`src/rtl/mdu_seq.sv`:
```
// Iterative RV32M multiply/divide sequencer: one shift-add or restoring
// shift-subtract step per cycle. Optional macro MDU_FAST_ZERO_EN short-cuts zero-operand multiplies.
module mdu_seq #(
    parameter int XLEN = 32
) (
    input  logic            clk,
    input  logic            reset,
    input  logic            start,
    input  logic [2:0]      funct3,
    input  logic [XLEN-1:0] srca,
    input  logic [XLEN-1:0] srcb,
    output logic            stall,
    output logic            busy,
    output logic            done,
    output logic [XLEN-1:0] result,
    output logic [1:0]      dbg_state
);

    localparam int CW = $clog2(XLEN);
    localparam logic [CW-1:0] LAST = CW'(XLEN - 1);
    localparam logic [XLEN-1:0] MIN_NEG = {1'b1, {(XLEN-1){1'b0}}};

    typedef enum logic [1:0] {
        IDLE = 2'd0,
        CALC = 2'd1,
        DONE = 2'd2
    } state_t;

    state_t              state_q, state_d;
    logic [CW-1:0]       count_q, count_d;
    logic [XLEN-1:0]     result_q, result_d;
    logic [2:0]          op_q, op_d;
    logic                neg_q, neg_d;
    logic [XLEN-1:0]     opnd_q, opnd_d;
    logic [2*XLEN-1:0]   acc_q, acc_d;

    // Operand conditioning on accept
    logic            is_div, a_signed, b_signed, a_neg, b_neg, neg_sel;
    logic [XLEN-1:0] mag_a, mag_b;
    logic            special;
    logic [XLEN-1:0] special_val;

    always_comb begin
        is_div   = funct3[2];
        a_signed = (funct3 != 3'b011) && (funct3 != 3'b101) && (funct3 != 3'b111);
        b_signed = a_signed && (funct3 != 3'b010);
        a_neg    = a_signed && srca[XLEN-1];
        b_neg    = b_signed && srcb[XLEN-1];
        mag_a    = a_neg ? -srca : srca;
        mag_b    = b_neg ? -srcb : srcb;
        // Remainder follows the dividend sign; everything else is the XOR
        neg_sel  = (is_div && funct3[1]) ? a_neg : (a_neg ^ b_neg);
    end

    always_comb begin
        special     = 1'b0;
        special_val = '0;
        if (is_div && (srcb == '0)) begin
            special     = 1'b1;
            special_val = funct3[1] ? srca : '1;
        end else if (is_div && !funct3[0] && (srca == MIN_NEG) && (srcb == '1)) begin
            special     = 1'b1;
            special_val = funct3[1] ? '0 : srca;
        end
`ifdef MDU_FAST_ZERO_EN
        else if (!is_div && ((srca == '0) || (srcb == '0))) begin
            special     = 1'b1;
            special_val = '0;
        end
`else
`endif
    end

    // One iteration of the datapath; acc holds {hi, lo}
    logic [XLEN:0]     mul_sum, div_sh, div_diff;
    logic [2*XLEN-1:0] step, prod_fix;
    logic [XLEN-1:0]   quo_fix, rem_fix, final_val;

    always_comb begin
        mul_sum  = {1'b0, acc_q[2*XLEN-1:XLEN]} + (acc_q[0] ? {1'b0, opnd_q} : '0);
        div_sh   = {acc_q[2*XLEN-1:XLEN], acc_q[XLEN-1]};
        div_diff = div_sh - {1'b0, opnd_q};
        if (op_q[2]) begin
            if (!div_diff[XLEN])
                step = {div_diff[XLEN-1:0], acc_q[XLEN-2:0], 1'b1};
            else
                step = {div_sh[XLEN-1:0], acc_q[XLEN-2:0], 1'b0};
        end else begin
            step = {mul_sum, acc_q[XLEN-1:1]};
        end
        prod_fix = neg_q ? -step : step;
        quo_fix  = neg_q ? -step[XLEN-1:0] : step[XLEN-1:0];
        rem_fix  = neg_q ? -step[2*XLEN-1:XLEN] : step[2*XLEN-1:XLEN];
        if (op_q[2])
            final_val = op_q[1] ? rem_fix : quo_fix;
        else
            final_val = (op_q[1:0] == 2'b00) ? prod_fix[XLEN-1:0] : prod_fix[2*XLEN-1:XLEN];
    end

    always_ff @(posedge clk or posedge reset) begin
        if (reset) begin
            state_q  <= IDLE;
            count_q  <= '0;
            result_q <= '0;
            op_q     <= '0;
            neg_q    <= 1'b0;
            opnd_q   <= '0;
            acc_q    <= '0;
        end else begin
            state_q  <= state_d;
            count_q  <= count_d;
            result_q <= result_d;
            op_q     <= op_d;
            neg_q    <= neg_d;
            opnd_q   <= opnd_d;
            acc_q    <= acc_d;
        end
    end

    always_comb begin
        state_d = state_q;
        case (state_q)
            IDLE:    if (start) state_d = special ? DONE : CALC;
            CALC:    if (count_q == LAST) state_d = DONE;
            DONE:    state_d = IDLE;
            default: state_d = IDLE;
        endcase
    end

    always_comb begin
        count_d  = count_q;
        result_d = result_q;
        op_d     = op_q;
        neg_d    = neg_q;
        opnd_d   = opnd_q;
        acc_d    = acc_q;
        if (state_q == IDLE && start) begin
            op_d    = funct3;
            neg_d   = neg_sel;
            count_d = '0;
            if (special) begin
                result_d = special_val;
            end else begin
                opnd_d = is_div ? mag_b : mag_a;
                acc_d  = {{XLEN{1'b0}}, (is_div ? mag_a : mag_b)};
            end
        end else if (state_q == CALC) begin
            acc_d   = step;
            count_d = count_q + 1'b1;
            if (count_q == LAST) result_d = final_val;
        end
    end

    always_comb begin
        busy      = (state_q != IDLE);
        done      = (state_q == DONE);
        stall     = ((state_q == IDLE) && start) || (state_q == CALC);
        result    = result_q;
        dbg_state = state_q;
    end

endmodule

```
`config.mk`:
```
export PLATFORM = sky130hd
export DESIGN_NAME = mdu_seq
export DESIGN_NICKNAME = d
export VERILOG_FILES = /design/src/rtl/mdu_seq.sv
export SDC_FILE = /design/constraint.sdc
export NUM_CORES = 1
export LEC_CHECK = 0
export ABC_AREA = 1
export BUFFER_PORTS_ARGS = -buffer_cell sky130_fd_sc_hd__buf_2
export CELL_PAD_IN_SITES_DETAIL_PLACEMENT = 0
export CELL_PAD_IN_SITES_GLOBAL_PLACEMENT = 1
export CORE_MARGIN = 4
export CORE_UTILIZATION = 40
export DETAILED_ROUTE_END_ITERATION = 8
export GPL_TIMING_DRIVEN = 0
export PLACE_DENSITY_LB_ADDON = 0.1
export SLEW_MARGIN = 10
export SYNTH_ARGS = -nofsm -noshare
export SYNTH_HDL_FRONTEND = slang
export SYNTH_SLANG_ARGS = --single-unit
```
`constraint.sdc`:
```
create_clock -name clk -period 5.9 [get_ports clk]
set_clock_uncertainty 0.1 [all_clocks]
set_input_delay 1.18 -clock clk [delete_from_list [all_inputs] [get_ports clk]]
set_output_delay 1.18 -clock clk [all_outputs]
set_load 0.02 [all_outputs]
```
==> flow_summary.ini <==
[synth]
synth_fp_nets = 3313
synth-seq-cells = 139
syn_area_um2 = 18000
synthArstFlopShare = 1.00
yosysSeqAreaShare = 0.194
synth_cell_type_count = 57
yosys_warnings = 0
synth-edff-count = 0
ys.flop_type = dfrtp_1
avgSynthCellArea_um2 = 5.67
yosysTopAreaCell = nand2_1
synthCells = 3170
synth_area_leaders = nand2_1 21%, dfrtp_1 19%, inv_1 9.6%
synth_top_area_frac = 0.208

[setup_path]
cp_data_arrival_time_ps = 5700
critPathKind = register to register
cp_slowest_cell = fa_1
reg2reg_from = opnd_q[0]
end_kind = register
max_stage_delay_ps = 470
cp_top_family = simple AND/OR/NAND/NOR gates
rrSetupSlack_ps = 490
worstPathMaxFanout = 10
r2r_cells = 29
critPathMostFrequentCell = nand2_1
crit_buf_inv = 1
timing.rr.end = result[12]
cp-start-kind = register
cp.required_ps = 6190

[floorplan]
core_um2 = 44300
dieArea_um2 = 48400
num_rows = 77
io-pin-count = 107
die_w_um = 220
die_y_um = 220
start_util = 0.405

[cts]
htreeDepth = 4
cts_tree = done
root_buffer = clkbuf_16
cts-resized-gates = 0
hold_buffers = 0
clock_path_buffers = 2
cts-buffers-inserted = 17
clk_pin_slew_ps = 70
cts.sinks = 139
post_cts_buffers = 0
clk_latency_ps = 480

[sta]
report.final.slew_viol_count = 0
hold_viol_final = 0
rsz0062_at_grt = false
worst_pin_slew_ps = 1030
fin_ws_ps = 488
setup_tns_ps = 0
clock.fmax_mhz = 185
setup_violations = 0
maxSlewHeadroom = 0.303
finalCritPeriodShare = 0.917
fin_crit_ps = 5410

[detailed_routing]
drc = 1
wirelength_mm = 93.5
drt_first_pass_iters = 9
final_antenna_net_count = 0
vias = 22300
routed_via_density = 5.72
drtIter0Drc = 2881
wl_per_cell_um = 24.0

[global_route]
grt_antenna_before_repair = 1
grt_pass1_vias = 20600
overflow = 0
grt_pass1_wl_mm = 134
grt_use_total = 0.377
grt_max_degree = 91

[final_layout]
num_antenna_cells = 0
final.fill_count = 4991
drive_above_1_share = 0.0819
area_growth_pct = 10.2
final_common_cell = nand2_1
fin_nets = 3439
final_cell_mix = 994 x nand2_1, 458 x inv_1, 319 x nor2_1
utilization = 0.447

[placed_design]
hpwl_mm = 78.5
place_ws_ps = 482
gp_congestion = 1.04
port_buffers = 106

[outcome]
violations = design-rule violations
status = finished with violations

[hold_path]
min_to = count_q[3]
worstHoldStart = count_q[3]
hp-class = register to register
min_path_cells = 1

[flow_run]
drv_cap = 0
[how the worst max path moves through the flow]
stage / start / end / slack (ps) / depth (start not counted)
after floorplan: reset / acc_q[0] / 900 / 1
after global placement: reset / acc_q[56] / -1070 / 2
after detailed placement: srcb[0] / acc_q[29] / 480 / 20
after CTS: opnd_q[0] / result[12] / 650 / 29
after global routing: opnd_q[0] / result[18] / 190 / 33
final: opnd_q[0] / result[12] / 490 / 29
[metal layers]
layer  vias up  wire length (µm)  track usage
li1      10400                 -            -
met1     10300             37100        0.480
met2      1321             40900        0.594
met3       300              8320       0.0656
met4         2              7150        0.229
met5         -                15            0
[area by class of cell]
type | instances | area (µm²) | share of cell area
plain buffers | 110 | 497 | 0.0251
clock buffers | 19 | 433 | 0.0219
clock inverters | 13 | 95.1 | 0.00480
inverters | 469 | 1770 | 0.0893
multi-input cells | 2452 | 12200 | 0.618
flip-flops and latches | 139 | 3480 | 0.176
well taps | 592 | 741 | 0.0374
repair buffers | 107 | 558 | 0.0282
[synthesized netlist by cell type, types with 3 or more instances]
| library cell | instances |
|---|---|
| and2_1 | 3 |
| nand2_1 | 994 |
| nand2_4 | 4 |
| nand3b_1 | 18 |
| and3_1 | 4 |
| xor2_1 | 79 |
| o211ai_1 | 11 |
| nand2_2 | 31 |
| nor3_2 | 3 |
| nor3_1 | 29 |
| a21oi_1 | 159 |
| buf_2 | 22 |
| o21ai_1 | 12 |
| a22oi_1 | 11 |
| nand3_1 | 263 |
| a221oi_1 | 5 |
| buf_6 | 3 |
| nor4_1 | 12 |
| o21ai_0 | 198 |
| o31ai_1 | 3 |
| dfrtp_1 | 139 |
| a21o_1 | 6 |
| o221ai_1 | 6 |
| a31oi_1 | 19 |
| nor2_1 | 319 |
| o21bai_1 | 13 |
| nand4_1 | 29 |
| nor2_2 | 14 |
| nor2_4 | 4 |
| buf_4 | 6 |
| or2_2 | 25 |
| inv_2 | 8 |
| clkbuf_1 | 68 |
| o21a_1 | 5 |
| nand3_2 | 4 |
| xnor2_1 | 32 |
| inv_1 | 459 |
| o22ai_1 | 45 |
| ha_1 | 71 |
| buf_1 | 10 |
[flip-flops by register name, indices dropped and copies added, names as in the netlist]
register	flops
acc_q	64
dbg_state	2
count_q	5
op_q	3
opnd_q	32
result	32
neg_q	1
[worst reg2reg max path, delay by kind of cell, from the launching register on]
kind / cells / cell delay, ps
AND/OR/NAND/NOR: 23 / 3230
adder cells (fa/ha/maj): 3 / 970
flip-flops: 1 / 430
XOR/XNOR: 1 / 370
buffers and inverters: 1 / 130
AO/OA/AOI/OAI: 1 / 130
[logic make-up (layout without fill, tap and decap cells)]
| group | Yosys count | count (layout) | share of synthesized area |
|---|---|---|---|
| adder cells (fa/ha/maj) | 73 | 73 | 0.0517 |
| flip-flops | 139 | 139 | 0.194 |
| XOR/XNOR | 111 | 111 | 0.0541 |
| AND/OR/NAND/NOR | 1760 | 1760 | 0.416 |
| AO/OA/AOI/OAI | 508 | 508 | 0.159 |
| buffers and inverters | 579 | 718 | 0.126 |
[stage by stage]
step | hold slack, ps | std cells | instance area, µm²
floorplan | 326 | 3170 | 18000
global placement | 349 | 3868 | 19200
global route | 408 | 3901 | 19800
CTS | 377 | 3901 | 19800
finish | 382 | 3901 | 19800
detailed placement | 368 | 3869 | 19300
Power is left out: the tool's default activity adds up to more than one toggle a clock period on the data nets, which glitch-free logic cannot reach.
